===== config.mk =====
export PLATFORM = sky130hd
export DESIGN_NAME = shift_tx_4
export DESIGN_NICKNAME = d
export VERILOG_FILES = /design/src/rtl/shift_tx_4_pkg.sv /design/src/rtl/shift_tx_core.sv /design/src/rtl/shift_tx_4.sv
export SDC_FILE = /design/constraint.sdc
export NUM_CORES = 1
export LEC_CHECK = 0
export CAP_MARGIN = 20
export CORE_MARGIN = 2
export CORE_UTILIZATION = 36
export CTS_CLUSTER_SIZE = 24
export DETAILED_ROUTE_END_ITERATION = 8
export GPL_TIMING_DRIVEN = 0
export PLACE_DENSITY = 0.54
export SLEW_MARGIN = 25
export SYNTH_ARGS = -nofsm -noshare
export SYNTH_HDL_FRONTEND = slang
export SYNTH_SLANG_ARGS = --single-unit

===== constraint.sdc =====
create_clock -name clk -period 2.01 [get_ports clk]
set_input_delay 0.201 -clock clk [delete_from_list [all_inputs] [get_ports clk]]
set_output_delay 0.201 -clock clk [all_outputs]
set_load 0.05 [all_outputs]

===== src/rtl/shift_tx_4_pkg.sv =====
// Shared definitions for the shift_tx_4 serial transmitter: FSM encoding,
// direction constants and the default word length.
package shift_tx_4_pkg;

   typedef enum logic {
      ST_IDLE  = 1'b0,
      ST_SHIFT = 1'b1
   } state_t;

   localparam logic MSB_FIRST = 1'b1;
   localparam logic LSB_FIRST = 1'b0;

   localparam int TX_WIDTH = 4;

endpackage


===== src/rtl/shift_tx_core.sv =====
// Parallel-load, bidirectional shift register with a registered serial output.
// Shifting zero-fills, so the shift after the last bit leaves sout at 0.
module shift_tx_core
   import shift_tx_4_pkg::*;
#(
   parameter int WIDTH = TX_WIDTH
) (
   input  logic             clk,
   input  logic             rst,
   input  logic             load,
   input  logic             shift,
   input  logic             left,
   input  logic [WIDTH-1:0] d,
   output logic             sout
);

   logic [WIDTH-1:0] shreg_r;
   logic             sout_r;

   // sout_r always mirrors the end bit of shreg_r that leaves first
   always_ff @(posedge clk or posedge rst) begin
      if (rst) begin
         shreg_r <= {WIDTH{1'b0}};
         sout_r  <= 1'b0;
      end else if (load) begin
         shreg_r <= d;
         sout_r  <= (left == MSB_FIRST) ? d[WIDTH-1] : d[0];
      end else if (shift) begin
         if (left == MSB_FIRST) begin
            shreg_r <= {shreg_r[WIDTH-2:0], 1'b0};
            sout_r  <= shreg_r[WIDTH-2];
         end else begin
            shreg_r <= {1'b0, shreg_r[WIDTH-1:1]};
            sout_r  <= shreg_r[1];
         end
      end else begin
         shreg_r <= shreg_r;
         sout_r  <= sout_r;
      end
   end

   assign sout = sout_r;

endmodule


===== src/rtl/shift_tx_4.sv =====
// Parallel-in serial-out transmitter with a one-word holding slot so that
// frames can run back-to-back with no idle cycle between them.
module shift_tx_4
   import shift_tx_4_pkg::*;
#(
   parameter int WIDTH = TX_WIDTH
) (
   input  logic             clk,
   input  logic             rst,
   input  logic [WIDTH-1:0] load_data,
   input  logic             load_left,
   input  logic             load_valid,
   output logic             load_ready,
   output logic             sout,
   output logic             sout_valid,
   output logic             left_out,
   output logic             frame_start,
   output logic             busy
);

   localparam int CNT_W = $clog2(WIDTH);
   localparam logic [CNT_W-1:0] LAST_BIT = CNT_W'(WIDTH - 1);

   state_t             state_r;
   state_t             state_nxt;
   logic [CNT_W-1:0]   bit_cnt_r;
   logic [CNT_W-1:0]   bit_cnt_nxt;
   logic               hold_full_r;
   logic               hold_full_nxt;
   logic [WIDTH-1:0]   hold_data_r;
   logic               hold_left_r;
   logic               hold_cap_s;
   logic               left_r;
   logic               left_nxt;
   logic               frame_start_r;
   logic               frame_start_nxt;
   logic               busy_r;
   logic               accept_s;
   logic               core_load_s;
   logic               core_shift_s;
   logic               core_left_s;
   logic [WIDTH-1:0]   core_d_s;

   assign accept_s = load_valid & ~hold_full_r;

   // Next-state, counter, holding-slot and shifter control
   always_comb begin
      state_nxt       = state_r;
      bit_cnt_nxt     = bit_cnt_r;
      hold_full_nxt   = hold_full_r;
      hold_cap_s      = 1'b0;
      left_nxt        = left_r;
      frame_start_nxt = 1'b0;
      core_load_s     = 1'b0;
      core_shift_s    = 1'b0;
      core_d_s        = load_data;
      core_left_s     = left_r;
      case (state_r)
         ST_IDLE: begin
            if (accept_s) begin
               core_load_s     = 1'b1;
               core_left_s     = load_left;
               left_nxt        = load_left;
               frame_start_nxt = 1'b1;
               bit_cnt_nxt     = {CNT_W{1'b0}};
               state_nxt       = ST_SHIFT;
            end else begin
               state_nxt = ST_IDLE;
            end
         end
         ST_SHIFT: begin
            if (bit_cnt_r == LAST_BIT) begin
               bit_cnt_nxt = {CNT_W{1'b0}};
               if (hold_full_r) begin
                  core_load_s     = 1'b1;
                  core_d_s        = hold_data_r;
                  core_left_s     = hold_left_r;
                  left_nxt        = hold_left_r;
                  hold_full_nxt   = 1'b0;
                  frame_start_nxt = 1'b1;
               end else if (accept_s) begin
                  core_load_s     = 1'b1;
                  core_left_s     = load_left;
                  left_nxt        = load_left;
                  frame_start_nxt = 1'b1;
               end else begin
                  // shifting out the final bit zero-fills sout for idle
                  core_shift_s = 1'b1;
                  state_nxt    = ST_IDLE;
               end
            end else begin
               bit_cnt_nxt  = bit_cnt_r + CNT_W'(1);
               core_shift_s = 1'b1;
               if (accept_s) begin
                  hold_cap_s    = 1'b1;
                  hold_full_nxt = 1'b1;
               end else begin
                  hold_cap_s = 1'b0;
               end
            end
         end
         default: begin
            state_nxt   = ST_IDLE;
            bit_cnt_nxt = {CNT_W{1'b0}};
         end
      endcase
   end

   // Control state registers
   always_ff @(posedge clk or posedge rst) begin
      if (rst) begin
         state_r       <= ST_IDLE;
         bit_cnt_r     <= {CNT_W{1'b0}};
         hold_full_r   <= 1'b0;
         left_r        <= 1'b0;
         frame_start_r <= 1'b0;
         busy_r        <= 1'b0;
      end else begin
         state_r       <= state_nxt;
         bit_cnt_r     <= bit_cnt_nxt;
         hold_full_r   <= hold_full_nxt;
         left_r        <= left_nxt;
         frame_start_r <= frame_start_nxt;
         busy_r        <= (state_nxt == ST_SHIFT) | hold_full_nxt;
      end
   end

   // Holding-slot payload, written only when a word is parked
   always_ff @(posedge clk or posedge rst) begin
      if (rst) begin
         hold_data_r <= {WIDTH{1'b0}};
         hold_left_r <= 1'b0;
      end else if (hold_cap_s) begin
         hold_data_r <= load_data;
         hold_left_r <= load_left;
      end else begin
         hold_data_r <= hold_data_r;
         hold_left_r <= hold_left_r;
      end
   end

   shift_tx_core #(
      .WIDTH (WIDTH)
   ) u_core (
      .clk   (clk),
      .rst   (rst),
      .load  (core_load_s),
      .shift (core_shift_s),
      .left  (core_left_s),
      .d     (core_d_s),
      .sout  (sout)
   );

   assign load_ready  = ~hold_full_r;
   assign sout_valid  = (state_r == ST_SHIFT);
   assign left_out    = left_r;
   assign frame_start = frame_start_r;
   assign busy        = busy_r;

endmodule


Word-level counts from Yosys, hierarchy flattened
Cells that the tools add are included.

operators by class
  add/subtract/negate cells = 1
  equality and inequality tests = 2
  multiplexer cells = 32
  bitwise gates (word level) = 4
  reductions and logical operators = 1

operators by type and width
  cell                                          count
  2-to-1 mux 4 bit                              6
  2-to-1 mux 1 bit                              20
  case mux 1 bit (2 select lines)               3
  2-to-1 mux 2 bit                              2
  case mux 2 bit (2 select lines)               1
  adder 2 x 1 -> 2 bit, second input constant   1
  equality test 2 bit, second input constant    1
  inequality test 2 bit, second input constant  1
  inverter 1 bit                                2
  nonzero test 2 bit                            1
  bitwise AND 1 bit                             1
  OR 1 bit                                      1

word-level totals
  register bits = 17
  input bits = 8
  output and inout port bits = 6

Logic depth before layout (Yosys ltp)
Gate-level depths: netlist of run 1.

  depth in word-level cells = 9
  mapped depth = 6
  mapped depth without buffers = 6

By module
A second synthesis of run 1 with hierarchy kept.

unflattened totals
  cells, all modules = 85
  area total of the unflattened synthesis = 930.9 um^2

by module, submodules not included
  module         instances  cells an instance  area an instance (um^2)
  shift_tx_4     1          55                 604.3
  shift_tx_core  1          30                 326.6

Least setup slack after synthesis of run 1
OpenSTA, ideal clock, no wires.

  path kind = register -> register
  start point = reg state_r, in the netlist sout_valid
  end point = reg hold_data_r[0]
  setup time = 0.128 ns
  data arrival time = 1.512 ns
  required time = 1.882 ns
  path slack = 0.370 ns
  cell stages (with the launch flop) = 4
  buffers on the path = 0
  period minus slack after synthesis = 1.640 ns
  path through = dfrtp_1 nand2b_1 nor2_1 mux2_1

on the way
  longest elaborated chain between the ends = 1

RTL lines
  element                 line               RTL
  from (decl)             shift_tx_4.sv:24   state_t state_r;
  from (signal assigned)  shift_tx_4.sv:119  state_r <= state_nxt;
  2-to-1 mux 1 bit        shift_tx_4.sv:58   case (state_r)
  to (signal assigned)    shift_tx_4.sv:131  hold_data_r <= {WIDTH{1'b0}};
  to (signal assigned)    shift_tx_4.sv:134  hold_data_r <= load_data;
  to (signal assigned)    shift_tx_4.sv:137  hold_data_r <= hold_data_r;
  to (decl)               shift_tx_4.sv:30   logic [WIDTH-1:0] hold_data_r;

Every way passes these cells.
A chain may end at the register's enable or synchronous reset.

Worst setup path after layout of run 1
  start point = reg hold_full_r
  end point = out load_ready

on the way
  longest elaborated chain between the ends = 1

RTL lines
  element                 line               RTL
  from (decl)             shift_tx_4.sv:28   logic hold_full_r;
  from (signal assigned)  shift_tx_4.sv:121  hold_full_r <= hold_full_nxt;
  inverter 1 bit          shift_tx_4.sv:154  assign load_ready = ~hold_full_r;
  to (decl)               shift_tx_4.sv:13   output logic load_ready,

Every way passes these cells.

==> summary.txt, run 1 <==
Synth Instances -> 81
Critical Path Start -> hold_full_r
Die area -> 0.00276 mm²
Row count -> 17
Lkg Pwr -> 0.448 nW
Reg2reg start -> bit_cnt_r[0]
Post-CTS sizing -> 0
Worst Skew -> 6.35 ps
Setup bufs post-CTS -> 0
Detailed Place HPWL -> 1.20 mm
Core Area -> 0.00221 mm²
Critical Path RT -> 1810 ps
Final Cycle Share -> 94.0%
Worst-case vdd ir drop -> 0.000776 V
Clock net sink count -> 17
CTS tree -> yes
WP data arrival -> 1690 ps
CTS Buf Count -> 3
Type of origin of the critical path -> flop
Total track usage -> 14.3%
Vias -> 670
Die Height -> 52.5 µm
Initial Utilization -> 38.3%
Worst Setup End Kind -> output port
Routed len/inst -> 12.9 µm
Seq/Total Area, Yosys -> 50.1%
Port bufs -> 13
H-tree levels -> 1
Gp weighted congestion -> 0.819
First-pass GRT wire length -> 2.86 mm
R2r endpoint -> hold_data_r[0]
FF+latch count, synth -> 17
Routed WL -> 1.63 mm
Antenna-violating nets left -> 0
Clk pin slew, worst setup/hold paths -> 100 ps
Max Clk Rate -> 0.529 GHz
Largest net degree at the start of global routing -> 18
Vias per cell -> 5.32
Place WS -> 80.8 ps
DRC errors left -> 0
Ports -> 14
CTS Root Cell -> clkbuf_4
First-pass detailed-route iteration total -> 5
Slew headroom -> 56.7%
Hold Slack -> 284 ps
Max cap viols -> 0
Avg Cell Area, Syn -> 10.5 µm²
Slew @ Worst Pin -> 649 ps
Tmin final -> 1890 ps
Setup TNS -> 0 ps
Status -> completed
Max incr delay on CP -> 800 ps
Drt initial violations -> 8
Hold Vio Cnt, Final -> 0
Max Root-Sink Buffers -> 2
Worst Hold Class -> in2async
Cts hold-fix bufs -> 0
Mapped cell area -> 848 µm²
CP max stage cell -> clkdlybuf4s50_1
Syn. warnings -> 0
Worst-Skew Late Latency -> 290 ps
Initial antenna violation count -> 0
PD cells -> 1680 mW/mm²
R2R setup slack -> 220 ps
Die Width -> 52.5 µm
Endpoints failing setup -> 0
Layout cells sized above 1 -> 11.2%
Largest fanout on the critical path -> 10
Antenna Cells -> 0
Vias in the first global route -> 685
Worst Reg-to-Reg Cells -> 4
Grt ovf -> 0
Setup CP Type -> reg2out
Final Cell Area -> 0.00104 mm²
Crit path cell chain -> buf_6 > inv_1 > clkdlybuf4s50_1
Nets@finish -> 108
Layout area overhead -> 22.7%
Post-route setup slack -> 120 ps
Mapped Nets -> 90
Fin. max-slew vios -> 0
Post-Place Cell Area -> 0.00101 mm²
Unrepaired setup endpoints after global routing -> no
Yosys cell types -> 31
==> logic make-up (layout without fill, tap and decap cells) <==
| kind of cell | after synthesis | after routing | share of synthesized area [%] |
|---|---|---|---|
| flip-flops | 17 | 17 | 50.1 |
| AND/OR/NAND/NOR | 28 | 28 | 17.1 |
| buffers and inverters | 6 | 23 | 3.98 |
| AO/OA/AOI/OAI | 20 | 20 | 15.9 |
| multiplexers | 9 | 9 | 11.4 |
| adder cells (fa/ha/maj) | 1 | 1 | 1.47 |
==> worst max-delay path by stage <==
| stage | end | depth (start not counted) |
|---|---|---|
| detailed placement | u_core.shreg_r[1] | 6 |
| floorplan | hold_data_r[0] | 3 |
| global route | load_ready | 3 |
| finish | load_ready | 3 |
| CTS | load_ready | 3 |
| global placement | u_core.shreg_r[1] | 6 |
==> state kept, by name (all words and copies together), names as in the netlist <==
signal / count
bit_cnt_r: 2
busy: 1
frame_start: 1
hold_data_r: 4
hold_full_r: 1
hold_left_r: 1
left_out: 1
sout_valid: 1
u_core.shreg_r: 4
u_core.sout: 1
==> layout by cell type, fill, tap and decap left out, types with 2 or more instances in the layout <==
master and n:
mux2i_1 4, nor2_1 7, mux2_1 5, o21ai_1 2, a211oi_1 2, clkdlybuf4s50_1 13
nand2b_1 2, dfrtp_1 17, a21oi_1 4, o211ai_1 2, o22ai_1 3, nand2_1 10
o21ai_0 2, inv_1 3, clkbuf_4 3
==> layout make-up <==
class	count	area, µm²
timing repair buffer	13	130
buffer	2	18.8
clock inverter	1	5.00
inverter	4	15.0
fill	239	1170
tap	28	35.0
clock buffer	3	22.5
multi-input combinational	58	389
sequential	17	425
==> worst max-delay path, delay by kind of cell (launching register included) <==
family	cells	cell delay, ps
flip-flops	1	400
buffers and inverters	3	1000
==> cell usage after synthesis <==
cell / number / area (µm²)
o21a_1: 1 / 7.51
o21ai_0: 2 / 10.0
nor2b_2: 1 / 8.76
buf_6: 1 / 11.3
dfrtp_1: 17 / 425
nand2b_1: 2 / 12.5
o211ai_1: 2 / 15.0
o211a_1: 1 / 10.0
buf_4: 1 / 7.51
nor3b_2: 1 / 12.5
ha_1: 1 / 12.5
nand2b_2: 1 / 8.76
nor2_1: 7 / 26.3
mux2i_1: 4 / 40.0
o221a_1: 1 / 11.3
o21ai_1: 2 / 10.0
and2_1: 1 / 6.26
a22o_1: 1 / 8.76
o21ai_2: 1 / 8.76
nand4_1: 1 / 6.26
nand3_1: 1 / 5.00
inv_1: 3 / 11.3
inv_2: 1 / 3.75
nor3_1: 1 / 5.00
nand3b_1: 1 / 7.51
nand2_1: 10 / 37.5
mux2_1: 5 / 56.3
and3b_1: 1 / 8.76
a21oi_1: 4 / 20.0
o22ai_1: 3 / 18.8
a211oi_1: 2 / 15.0
==> power by group <==
group,leakage [nW],internal (W),total [W],switching [W]
Combinational,0.235,0.000407,0.000952,0.000546
Sequential,0.195,0.000512,0.000613,0.000101
Clock,0.0177,0.0000740,0.000182,0.000108
Total,0.448,0.000993,0.00175,0.000755
==> metal layers <==
| metal | GRT usage [%] | share of wire (%) | wire length, µm | vias to the layer above |
|---|---|---|---|---|
| met5 | 0 | 0 | 0 | - |
| met4 | 7.69 | 1.4 | 23 | 0 |
| met3 | 2.57 | 3.3 | 53 | 4 |
| met2 | 23.3 | 47 | 767 | 13 |
| met1 | 17.7 | 48 | 782 | 331 |
| li1 | - | - | - | 322 |
==> stage by stage <==
step                utilization (%)  total power, W  std cells
floorplan                         -         0.00133         81
global placement               45.8         0.00157        122
finish                         47.1         0.00175        126
global route                   47.1         0.00190        126
CTS                            47.1         0.00177        126
detailed placement             45.8         0.00158        122
(Power assumes the default switching activity.)
==> run 2: changes to the inputs <==
- ABC_AREA: not set -> 1
- CORE_MARGIN: 2 -> 3
- PLACE_DENSITY: 0.54 -> 0.53
==> run 2 against run 1 <==
Sequential share of layout area fell by 3.3 points. Core utilization rose by 1.3 points. Non-clock buffer count did not move. Critical path type unchanged.
==> summary.txt, run 2 <==
Clk pin slew, worst setup/hold paths -> 100 ps
Crit path cell chain -> inv_2 > clkdlybuf4s50_1
Layout area overhead -> 20.3%
Post-synth top cells -> 23 x nand2_1, 17 x dfrtp_1, 16 x inv_1
Clk pwr share -> 9.4%
Layout cells sized above 1 -> 18.3%
Slew @ Worst Pin -> 646 ps
Sw Ratio -> 48.7%
Vias -> 732
CTS Root Cell -> clkbuf_4
First-pass detailed-route iteration total -> 4
Die Height -> 57.1 µm
Row count -> 17
Cts hold-fix bufs -> 0
Setup TNS -> 0 ps
Avg Cell Area, Syn -> 8.25 µm²
Most frequent cells in the layout -> 23 x nand2_1, 17 x dfrtp_1, 16 x inv_1
Number of flops mapped to enable cells by yosys -> 0
Internal Power -> 0.00101 W
Routed WL -> 1.72 mm
Clock net sink count -> 17
Slew headroom -> 56.9%
Die Width -> 57.1 µm
Commonest non-fill, non-tap cell in the layout -> nand2_1
Initial antenna violation count -> 0
Yosys cell types -> 22
Post-Place Cell Area -> 0.00111 mm²
Lkg Pwr -> 0.575 nW
Tmin final -> 1910 ps
Synth area leaders -> dfrtp_1 45%, nand2_1 9.2%, inv_1 6.4%, nor2_1 4.0%, nand3_1 3.7%
Unrepaired setup endpoints after global routing -> no
Max cap viols -> 0
Final Cycle Share -> 95.2%
Vias in the first global route -> 764
Endpoints failing setup -> 0
Fin. max-slew vios -> 0
Max Clk Rate -> 0.523 GHz
H-tree levels -> 1
DRC errors left -> 0
Grt ovf -> 0
Gp weighted congestion -> 0.815
WP data arrival -> 1710 ps
Mapped cell area -> 941 µm²
Nets@finish -> 141
Seq/Total Area, Yosys -> 45.2%
Antenna-violating nets left -> 0
Setup bufs post-CTS -> 0
Die area -> 0.00326 mm²
Routed len/inst -> 10.8 µm
Post-synth ARST share -> 100%
Status -> completed
Worst Setup End Kind -> output port
Most common cell in the netlist -> nand2_1
CTS tree -> yes
Main synth FF type -> dfrtp_1
Ports -> 14
Yosys top cell by area -> dfrtp_1
Syn. warnings -> 0
P_sw -> 0.000962 W
First-pass GRT wire length -> 3.31 mm
Initial Utilization -> 40.2%
Max incr delay on CP -> 810 ps
Worst Hold Class -> in2async
Biggest regs -> hold_data_r x4, u_core.shreg_r x4, bit_cnt_r x2
Worst-case vdd ir drop -> 0.000793 V
Post-CTS sizing -> 0
Type of origin of the critical path -> flop
Core Area -> 0.00234 mm²
Synth top area share -> 45.2%
Hold Vio Cnt, Final -> 0
Final Cell Area -> 0.00113 mm²
PD cells -> 1740 mW/mm²
Antenna Cells -> 0
Largest net degree at the start of global routing -> 18
Vias per cell -> 4.60
Crit path depth -> 2
Worst-Skew Late Latency -> 290 ps
Total track usage -> 12.9%
Comb power frac -> 59.8%
CP Buf/Inv Count -> 2
Synth Instances -> 114
Detailed Place HPWL -> 1.34 mm
Place WS -> 411 ps
Drt initial violations -> 21
Largest fanout on the critical path -> 5
Post-route setup slack -> 97.2 ps
Worst Skew -> 0.734 ps
Max Root-Sink Buffers -> 2
Critical Path RT -> 1810 ps
CTS Buf Count -> 3
FF+latch count, synth -> 17
Reg power frac -> 30.8%
Crit path max-delay family -> buffers and inverters
Port bufs -> 13
Mapped Nets -> 123
CP max stage cell -> clkdlybuf4s50_1
Worst Reg-to-Reg Cells -> 9
Setup CP Type -> reg2out
## run 2: cell count changes after synthesis, moves of 3 or more
| cell | previous run | this run |
|---|---|---|
| mux2_1 | 5 | 0 |
| o21ai_0 | 2 | 5 |
| nand2_4 | 0 | 3 |
| o22ai_1 | 3 | 0 |
| nand3_1 | 1 | 7 |
| inv_2 | 1 | 4 |
| nor2_1 | 7 | 10 |
| nand2_1 | 10 | 23 |
| nor2_4 | 0 | 3 |
| mux2i_1 | 4 | 0 |
| inv_1 | 3 | 16 |
| nand2_2 | 0 | 5 |
## run 2: final cells by class
cell class / count / area, µm²
Sequential cell: 17 / 425
Multi-Input combinational cell: 75 / 424
Tap cell: 28 / 35.0
Inverter: 20 / 75.1
Buffer: 2 / 16.3
Clock buffer: 4 / 26.3
Timing Repair Buffer: 13 / 130
Fill cell: 251 / 1210
## run 2: cells by family after synthesis
logic type | count (synthesis) | synth area share, %
AO/OA/AOI/OAI | 17 | 10.5
adder cells (fa/ha/maj) | 1 | 1.33
buffers and inverters | 22 | 9.71
AND/OR/NAND/NOR | 57 | 33.2
flip-flops | 17 | 45.2
## run 2: worst register-to-register path, stage by stage (launching register included)
cell     delay (ps)
dfrtp_1         400
ha_1            250
nand3_2         170
nor2_4           50
nor2_4          160
nand2_4          80
nand2_2          70
nand3_1          70
nor2_1          120
nor2_1           50
## run 2: path summary, 6_finish.rpt
check	startpoint	end	slack, ps
worst max-delay path	hold_full_r	load_ready	100
worst min-delay path	rst	hold_data_r[2]	290
worst max register to register	bit_cnt_r[0]	u_core.sout	490
worst min register to register	bit_cnt_r[0]	bit_cnt_r[0]	480
max in group asynchronous	rst	busy	1310
min in group clk	bit_cnt_r[0]	bit_cnt_r[0]	480
## run 2: power groups by stage
stage,registers (W),clock network (W),logic (W)
2_1_floorplan,0.000738,0,0.000796
5_1_grt,0.000634,0.000210,0.00132
3_5_place_dp,0.000615,0,0.00119
3_3_place_gp,0.000609,0,0.00119
6_report,0.000609,0.000185,0.00118
4_1_cts,0.000607,0.000194,0.00120
## run 2: through the flow
stage	util (%)	cells	total power (W)	hold WS, ps
after floorplan	-	114	0.00153	127
after global placement	47.3	155	0.00179	469
after detailed placement	47.3	155	0.00180	471
after CTS	48.4	159	0.00200	318
after global routing	48.4	159	0.00217	346
final	48.4	159	0.00197	287
## run 2: routing by layer
layer / part of all wire (%) / vias to the layer above / wire, µm / GRT usage [%]
met2: 42 / 14 / 729 / 19.4
met4: 0.99 / 0 / 17 / 3.97
met1: 52 / 318 / 900 / 17.2
met5: 0 / - / 0 / 0
li1: - / 398 / - / -
met3: 4.2 / 2 / 72 / 4.75
==> run 3: changes to the inputs <==
- CORE_UTILIZATION: 36 -> 40
- PLACE_DENSITY: 0.53 -> 0.58
==> run 3 against run 2 <==
Core utilization up 5.9 points. Setup slack improved by 3.3 ps. Register-to-register slack got worse by 40 ps. Non-clock buffer count unchanged. Clock-buffer cell count unchanged. Critical path depth is the same. Via count is 0.96% higher.
==> summary.txt, run 3 (synthesized netlist as in run 2, its figures left out) <==
Status -> completed
Worst-case vdd ir drop -> 0.000736 V
Fin. max-slew vios -> 0
Nets@finish -> 141
Type of origin of the critical path -> flop
Setup TNS -> 0 ps
Row count -> 16
Die area -> 0.00297 mm²
Worst-Skew Late Latency -> 290 ps
WP data arrival -> 1710 ps
Initial Utilization -> 45.2%
Grt ovf -> 0
Ports -> 14
Most frequent cells in the layout -> 23 x nand2_1, 17 x dfrtp_1, 16 x inv_1
Post-CTS sizing -> 0
CP max stage cell -> clkdlybuf4s50_1
Max incr delay on CP -> 810 ps
Vias per cell -> 4.68
Die Height -> 54.5 µm
PD cells -> 1750 mW/mm²
Routed len/inst -> 11.1 µm
Worst Skew -> 6.45 ps
Drt initial violations -> 13
Vias in the first global route -> 702
Endpoints failing setup -> 0
Initial antenna violation count -> 0
Die Width -> 54.5 µm
Critical Path RT -> 1810 ps
Biggest regs -> hold_data_r x4, u_core.shreg_r x4, bit_cnt_r x2
Antenna-violating nets left -> 0
CTS Buf Count -> 3
Power consumption -> 0.00198 W
Worst Hold Class -> in2async
Gp weighted congestion -> 0.806
CTS tree -> yes
Max Root-Sink Buffers -> 2
Max cap viols -> 0
Slew @ Worst Pin -> 668 ps
R2R setup slack -> 450 ps
Clk pin slew, worst setup/hold paths -> 100 ps
Final core occ -> 54.3%
Post-Layout Cell Count -> 158
Hold Vio Cnt, Final -> 0
DRC errors left -> 0
Antenna Cells -> 0
CTS Root Cell -> clkbuf_4
Layout cells sized above 1 -> 18.3%
Commonest non-fill, non-tap cell in the layout -> nand2_1
Clock net sink count -> 17
Dpl cells -> 154
Total track usage -> 15.0%
Worst Setup End Kind -> output port
Slew headroom -> 55.4%
First-pass GRT wire length -> 3.14 mm
Reg2reg start -> bit_cnt_r[0]
Hold Slack -> 306 ps
Setup bufs post-CTS -> 0
Layout area overhead -> 20.2%
Routed WL -> 1.76 mm
Worst Reg-to-Reg Cells -> 9
Unrepaired setup endpoints after global routing -> no
Detailed Place HPWL -> 1.34 mm
R2r endpoint -> u_core.sout
Core Area -> 0.00208 mm²
Final Cycle Share -> 95.0%
H-tree levels -> 1
Largest net degree at the start of global routing -> 18
Crit path cell chain -> inv_2 > clkdlybuf4s50_1
First-pass detailed-route iteration total -> 4
Largest fanout on the critical path -> 5
Vias -> 739
Tmin final -> 1910 ps
Setup CP Type -> reg2out
Cts hold-fix bufs -> 0
Port bufs -> 13
Lkg Pwr -> 0.575 nW
Max Clk Rate -> 0.524 GHz
==> run 3: critical path: cells and delay by family, from the launching register on <==
kind | cells | cell delay, ps
buffers and inverters | 2 | 950
DFF | 1 | 470
==> run 3: per-layer routing <==
| metal | vias up | track usage [%] | wire (µm) |
|---|---|---|---|
| met1 | 330 | 20.1 | 884 |
| met2 | 11 | 23.9 | 788 |
| li1 | 396 | - | - |
| met5 | - | 0 | 0 |
| met4 | 0 | 2.49 | 12 |
| met3 | 2 | 4.90 | 72 |
==> run 3: final cells by class <==
| cell class | count | area [µm²] |
|---|---|---|
| Clock buffer | 4 | 26.3 |
| Tap cell | 27 | 33.8 |
| Sequential cell | 17 | 425 |
| Fill cell | 195 | 951 |
| Buffer | 2 | 16.3 |
| Inverter | 20 | 75.1 |
| Timing Repair Buffer | 13 | 130 |
| Multi-Input combinational cell | 75 | 424 |
==> run 3: through the flow <==
stage / instance area (µm²) / setup WS [ps]
finish: 1130 / 101
global route: 1130 / 42.9
CTS: 1130 / 91.6
detailed placement: 1100 / 390
global placement: 1100 / 428
floorplan: 941 / 444
==> run 3: worst max path at each step <==
stage / start / to / slack (ps) / depth (start not counted)
after floorplan: sout_valid / u_core.sout / 440 / 8
after global placement: hold_full_r / load_ready / 430 / 2
after detailed placement: load_valid / u_core.sout / 390 / 10
after CTS: hold_full_r / load_ready / 90 / 2
after global routing: hold_full_r / load_ready / 40 / 2
final: hold_full_r / load_ready / 100 / 2
==> run 3: power breakdown <==
group          internal [W]  switching, W
combinational      0.000424      0.000764
clock             0.0000771      0.000103
sequential         0.000510     0.0000969
total               0.00101      0.000964
